[config.mk]
export PLATFORM = sky130hd
export DESIGN_NAME = pipe_skid_reg
export DESIGN_NICKNAME = d
export VERILOG_FILES = /design/src/rtl/pipe_skid_reg.sv
export SDC_FILE = /design/constraint.sdc
export NUM_CORES = 1
export LEC_CHECK = 0
export BUFFER_PORTS_ARGS = -buffer_cell sky130_fd_sc_hd__buf_2
export CORE_ASPECT_RATIO = 2
export CORE_UTILIZATION = 30
export CTS_BUF_LIST = sky130_fd_sc_hd__clkbuf_8 sky130_fd_sc_hd__clkbuf_16
export CTS_CLUSTER_SIZE = 40
export DETAILED_ROUTE_END_ITERATION = 8
export PLACE_DENSITY = 0.52
export SYNTH_ARGS = -nofsm -noshare
export SYNTH_HDL_FRONTEND = slang
export SYNTH_SLANG_ARGS = --single-unit
[constraint.sdc]
create_clock -name clk -period 1.98 [get_ports clk]
set_input_delay 0.099 -clock clk [delete_from_list [all_inputs] [get_ports clk]]
set_output_delay 0.099 -clock clk [all_outputs]
set_load 0.05 [all_outputs]
[src/rtl/pipe_skid_reg.sv]
// pipe_skid_reg: two-entry pipeline register with skid buffer for a fetch/decode
// style payload (pc, instr, exception code, branch-delay flag, branch judge).
// in_ready comes straight from a flop, so there is no combinational path from
// out_ready back to the upstream stage. An exception redirect (req) loads the
// handler PC into the main entry as an invalid bubble; flush clears everything.
//
// Ports:
//   clk, reset (async, active-low)
//   flush, req                        : synchronous clear / exception redirect
//   in_valid/in_ready + in_* payload  : upstream handshake
//   out_valid/out_ready + out_* payload: downstream handshake (main entry flops)
//   occupancy                         : number of valid entries held (0..2)
module pipe_skid_reg #(
  parameter int unsigned     PC_W       = 32,
  parameter int unsigned     INSTR_W    = 32,
  parameter int unsigned     EXC_W      = 5,
  parameter logic [PC_W-1:0] HANDLER_PC = PC_W'(32'h0000_4180)
) (
  input  logic               clk,
  input  logic               reset,
  input  logic               flush,
  input  logic               req,
  input  logic               in_valid,
  output logic               in_ready,
  input  logic [PC_W-1:0]    in_pc,
  input  logic [INSTR_W-1:0] in_instr,
  input  logic [EXC_W-1:0]   in_exc,
  input  logic               in_bd,
  input  logic               in_bjudge,
  output logic               out_valid,
  input  logic               out_ready,
  output logic [PC_W-1:0]    out_pc,
  output logic [INSTR_W-1:0] out_instr,
  output logic [EXC_W-1:0]   out_exc,
  output logic               out_bd,
  output logic               out_bjudge,
  output logic [1:0]         occupancy
);

  typedef struct packed {
    logic [PC_W-1:0]    pc;
    logic [INSTR_W-1:0] instr;
    logic [EXC_W-1:0]   exc;
    logic               bd;
    logic               bjudge;
  } entry_t;

  // EMPTY: nothing held; ONE: main valid; FULL: main and skid valid.
  typedef enum logic [1:0] {
    S_EMPTY = 2'd0,
    S_ONE   = 2'd1,
    S_FULL  = 2'd2
  } state_t;

  state_t     state_q, state_d;
  entry_t     main_q, main_d;
  entry_t     skid_q, skid_d;
  logic       out_valid_q, out_valid_d;
  logic       in_ready_q, in_ready_d;
  logic [1:0] occ_q, occ_d;

  entry_t in_entry;
  entry_t handler_entry;
  logic   up_xfer;
  logic   dn_xfer;

  assign in_entry = '{pc: in_pc, instr: in_instr, exc: in_exc,
                      bd: in_bd, bjudge: in_bjudge};

  // Bubble loaded on an exception redirect: handler PC, everything else zero.
  assign handler_entry = '{pc: HANDLER_PC, instr: '0, exc: '0,
                           bd: 1'b0, bjudge: 1'b0};

  assign up_xfer = in_valid & in_ready_q;
  assign dn_xfer = out_valid_q & out_ready;

  // Next-state and next-payload logic; req beats flush beats handshake.
  always_comb begin
    state_d = state_q;
    main_d  = main_q;
    skid_d  = skid_q;

    if (req) begin
      state_d = S_EMPTY;
      main_d  = handler_entry;
    end else if (flush) begin
      state_d = S_EMPTY;
      main_d  = '0;
    end else begin
      unique case (state_q)
        S_EMPTY: begin
          if (up_xfer) begin
            main_d  = in_entry;
            state_d = S_ONE;
          end
        end
        S_ONE: begin
          if (up_xfer && dn_xfer) begin
            main_d = in_entry;
          end else if (up_xfer) begin
            skid_d  = in_entry;
            state_d = S_FULL;
          end else if (dn_xfer) begin
            // Main payload is left as-is; it is simply marked invalid.
            state_d = S_EMPTY;
          end
        end
        S_FULL: begin
          if (dn_xfer) begin
            main_d  = skid_q;
            state_d = S_ONE;
          end
        end
        default: begin
          state_d = S_EMPTY;
        end
      endcase
    end
  end

  // Registered status outputs are precomputed from the next state.
  always_comb begin
    out_valid_d = 1'b0;
    in_ready_d  = 1'b1;
    occ_d       = 2'd0;
    unique case (state_d)
      S_ONE: begin
        out_valid_d = 1'b1;
        occ_d       = 2'd1;
      end
      S_FULL: begin
        out_valid_d = 1'b1;
        in_ready_d  = 1'b0;
        occ_d       = 2'd2;
      end
      default: begin
        out_valid_d = 1'b0;
        in_ready_d  = 1'b1;
        occ_d       = 2'd0;
      end
    endcase
  end

  // State and payload registers.
  always_ff @(posedge clk or negedge reset) begin
    if (!reset) begin
      state_q     <= S_EMPTY;
      main_q      <= '0;
      skid_q      <= '0;
      out_valid_q <= 1'b0;
      in_ready_q  <= 1'b1;
      occ_q       <= 2'd0;
    end else begin
      state_q     <= state_d;
      main_q      <= main_d;
      skid_q      <= skid_d;
      out_valid_q <= out_valid_d;
      in_ready_q  <= in_ready_d;
      occ_q       <= occ_d;
    end
  end

  assign in_ready   = in_ready_q;
  assign out_valid  = out_valid_q;
  assign occupancy  = occ_q;
  assign out_pc     = main_q.pc;
  assign out_instr  = main_q.instr;
  assign out_exc    = main_q.exc;
  assign out_bd     = main_q.bd;
  assign out_bjudge = main_q.bjudge;

endmodule

==> impl_metrics.prom <==
# TYPE chip_impl_metric gauge
chip_impl_metric{name="drtAntennaViolNets",unit=""} 0
chip_impl_metric{name="setup_slack_reg_to_reg",unit="ps"} 130
chip_impl_metric{name="area_growth_synth_to_finish",unit="%"} 40.9
chip_impl_metric{name="leakage",unit="nW"} 4.13
chip_impl_metric{name="maxCapViolCount",unit=""} 0
chip_impl_metric{name="arrival_time_reported_for_the_critical_path_endpoint",unit="ps"} 2150
chip_impl_info{name="worst_setup_path_end_kind",value="flip-flop"} 1
chip_impl_metric{name="cts.path.max_buffers",unit=""} 2
chip_impl_info{name="critical_path.reg2reg.startpoint",value="in_ready"} 1
chip_impl_metric{name="number_of_synthesized_register_bits",unit=""} 148
chip_impl_info{name="r2r-end",value="skid_q[13]"} 1
chip_impl_metric{name="seqCellArea",unit="sq um"} 3700
chip_impl_metric{name="critical_path_required",unit="ps"} 2290
chip_impl_metric{name="setup-tns-final",unit="ps"} 0
chip_impl_metric{name="detail_route.wirelength",unit="um"} 16300
chip_impl_metric{name="worstSkewPairLatency",unit="ps"} 420
chip_impl_metric{name="max_freq",unit="MHz"} 542
chip_impl_info{name="startpoint_class",value="flip-flop"} 1
chip_impl_metric{name="num_io_pins",unit=""} 152
chip_impl_metric{name="wl_per_cell",unit="um"} 16.3
chip_impl_metric{name="grt_util_all_layers",unit=""} 0.160
chip_impl_metric{name="place.gp.congestion",unit=""} 0.696
chip_impl_metric{name="die_footprint",unit="sq um"} 22000
chip_impl_metric{name="dp.final_hpwl",unit="um"} 11000
chip_impl_metric{name="synth.cell_area",unit="sq um"} 6400
chip_impl_metric{name="ir_drop_worst_case_vdd",unit="V"} 0.000469
chip_impl_metric{name="worstRegToRegCells",unit=""} 5
chip_impl_metric{name="drt-initial-drc-count",unit=""} 189
chip_impl_metric{name="initial_utilization",unit=""} 0.306
chip_impl_info{name="clockRootBuffer",value="clkbuf_16"} 1
chip_impl_metric{name="power.density",unit="nW/um^2"} 979
chip_impl_info{name="timing.hold.worst.start",value="flush"} 1
chip_impl_metric{name="final_util",unit=""} 0.431
chip_impl_metric{name="cts_buffers",unit=""} 17
chip_impl_metric{name="clk_pin_slew_worst_paths",unit="ps"} 60
chip_impl_info{name="layout_commonest_cell",value="buf_2"} 1
chip_impl_metric{name="worstHoldPathCells",unit=""} 3
chip_impl_metric{name="fp.dieH",unit="um"} 209
chip_impl_metric{name="first_pass_grt_wire_length",unit="um"} 26800
chip_impl_info{name="cts_tree",value="done"} 1
chip_impl_metric{name="max_slew.worst_pin.slew",unit="ps"} 798
chip_impl_metric{name="core_outline_area",unit="sq um"} 20900
chip_impl_metric{name="post-route-period-util",unit=""} 0.932
chip_impl_info{name="hold_end",value="state_q[0]"} 1
chip_impl_metric{name="clock_tree.htree_level_count",unit=""} 4
chip_impl_metric{name="remaining_drc_errors",unit=""} 0
chip_impl_metric{name="yosysUniqueCellTypes",unit=""} 26
chip_impl_metric{name="setup_viol_count_final",unit=""} 0
chip_impl_metric{name="post_synth_inst_count",unit=""} 498
chip_impl_metric{name="total_power",unit="mW"} 8.82
chip_impl_metric{name="worst_clock_skew",unit="ps"} 5.95
chip_impl_metric{name="chipWidth",unit="um"} 105
chip_impl_metric{name="floorplan.rows",unit=""} 75
chip_impl_metric{name="grt_antenna_before_repair",unit=""} 1
chip_impl_metric{name="final_hold_viol_count",unit=""} 0
chip_impl_metric{name="net_count_after_synthesis",unit=""} 578
chip_impl_info{name="min_path_type",value="input pin to flip-flop"} 1
chip_impl_info{name="rsz0062_at_grt",value="false"} 1
chip_impl_metric{name="cts_post_setup_buffers_inserted",unit=""} 0
chip_impl_metric{name="slew_viol_final",unit=""} 0
chip_impl_info{name="most-common-layout-cells",value="buf_2, dfrtp_1, mux2_2, nand2_1, dlygate4sd3_1"} 1
chip_impl_metric{name="fillerInstances",unit=""} 2003
chip_impl_metric{name="grt_max_degree",unit=""} 69
chip_impl_metric{name="synth_sequential_area_ratio",unit=""} 0.579
chip_impl_metric{name="finish.net_count",unit=""} 800
chip_impl_metric{name="avgSynthCellArea",unit="sq um"} 12.8
chip_impl_metric{name="dr_total_vias",unit=""} 4747
chip_impl_metric{name="grt_pass1_vias",unit=""} 5115
chip_impl_metric{name="avgViaCountPerCell",unit=""} 4.74
chip_impl_metric{name="io_buffers",unit=""} 151
chip_impl_metric{name="min_period",unit="ps"} 1850
chip_impl_metric{name="multi_input_comb_area",unit="sq um"} 2500
chip_impl_info{name="outcome",value="complete, no violations"} 1
chip_impl_metric{name="timing.max_slew.rel_slack",unit=""} 0.468
chip_impl_metric{name="yosysWarningCount",unit=""} 0
chip_impl_metric{name="timing.critical_path.fanout_max",unit=""} 35
chip_impl_metric{name="cts_sinks",unit=""} 148
chip_impl_info{name="path_type_of_the_worst_setup_path",value="flip-flop to flip-flop"} 1
chip_impl_metric{name="grt_overflow",unit=""} 0
chip_impl_metric{name="drive_above_1_share",unit=""} 0.377
chip_impl_metric{name="dr.pass1.iters",unit=""} 5
kinds of logic after synthesis:
kind of cell	count (synthesis)	synth area share
flops	148	0.579
mux	142	0.237
simple gates	82	0.0512
compound gates	81	0.0952
buf+inv	42	0.0321
fa+ha+maj	3	0.00587
state kept, by name, indices dropped and copies added, names as in the netlist:
register and cells:
out_bjudge 1, occupancy 2, skid_q 71, out_exc 5
out_valid 1, out_pc 32, in_ready 1, state_q 2
out_instr 32, out_bd 1
timing repair:
action | in CTS | in global routing
hold buffers | 73 | 0
gates resized for setup | 0 | 0
hold endpoints to repair | 145 | 0
setup endpoints to repair | 0 | 0
final cells by class:
type / count / share of cell area
timing repair buffer: 241 / 0.194
antenna: 1 / 0.000278
inverter: 4 / 0.00167
clock buffer: 17 / 0.0472
tap: 269 / 0.0373
sequential: 148 / 0.411
clock inverter: 14 / 0.0312
multi-input combinational: 308 / 0.278
how the worst max path moves through the flow:
stage	startpoint	to	depth (start not counted)
5_1_grt	in_ready	skid_q[21]	5
3_5_place_dp	in_ready	skid_q[25]	5
4_1_cts	in_ready	skid_q[19]	5
6_report	in_ready	skid_q[13]	5
2_1_floorplan	in_ready	skid_q[10]	5
3_3_place_gp	in_ready	skid_q[3]	5
Yosys cell counts:
library cell,number,area share
a22oi_1,1,0.0012
and2_1,1,0.00098
nor2_1,3,0.0018
ha_1,3,0.0059
and3b_1,1,0.0014
a21o_1,1,0.0012
o31ai_1,68,0.080
buf_4,5,0.0059
buf_2,23,0.018
nand2_1,73,0.043
nand2b_1,1,0.00098
o21ai_1,3,0.0023
nor2b_1,1,0.00098
and4_1,1,0.0014
or2_1,1,0.00098
o32ai_4,1,0.0043
a31oi_1,1,0.00098
a211o_1,1,0.0014
dfstp_2,1,0.0041
clkbuf_1,10,0.0059
mux2i_1,68,0.11
dfrtp_1,147,0.57
mux2_2,74,0.13
a21oi_1,4,0.0031
inv_1,4,0.0023
o22ai_1,1,0.00098
critical path: stages, from the launching register on:
cell,delay [ps]
dfstp_2,550
and3b_1,240
nand2_1,130
nor2_4,170
buf_12,250
mux2_2,360
power breakdown:
group          switching, mW  internal [mW]  leakage [nW]
registers              0.204           3.42          1.95
logic                  0.714          0.571          1.84
clock network           1.30           2.61         0.347
layer usage:
layer | vias up | track usage | wire length (um)
li1 | 2238 | - | -
met1 | 2363 | 0.175 | 6410
met2 | 119 | 0.283 | 8750
met3 | 27 | 0.0410 | 700
met4 | 0 | 0.0772 | 470
met5 | - | 0 | 0
through the flow:
step / hold WS, ps / instance area [sq um] / setup slack (ps) / std cells
finish: 44.6 / 9010 / 134 / 1002
floorplan: -197 / 6400 / 39.0 / 498
CTS: 16.0 / 9010 / 121 / 1001
detailed placement: 97.8 / 7570 / 126 / 897
global route: 33.4 / 9010 / 39.1 / 1002
global placement: 84.8 / 7570 / 165 / 897
Power figures use the tool's default switching activity.
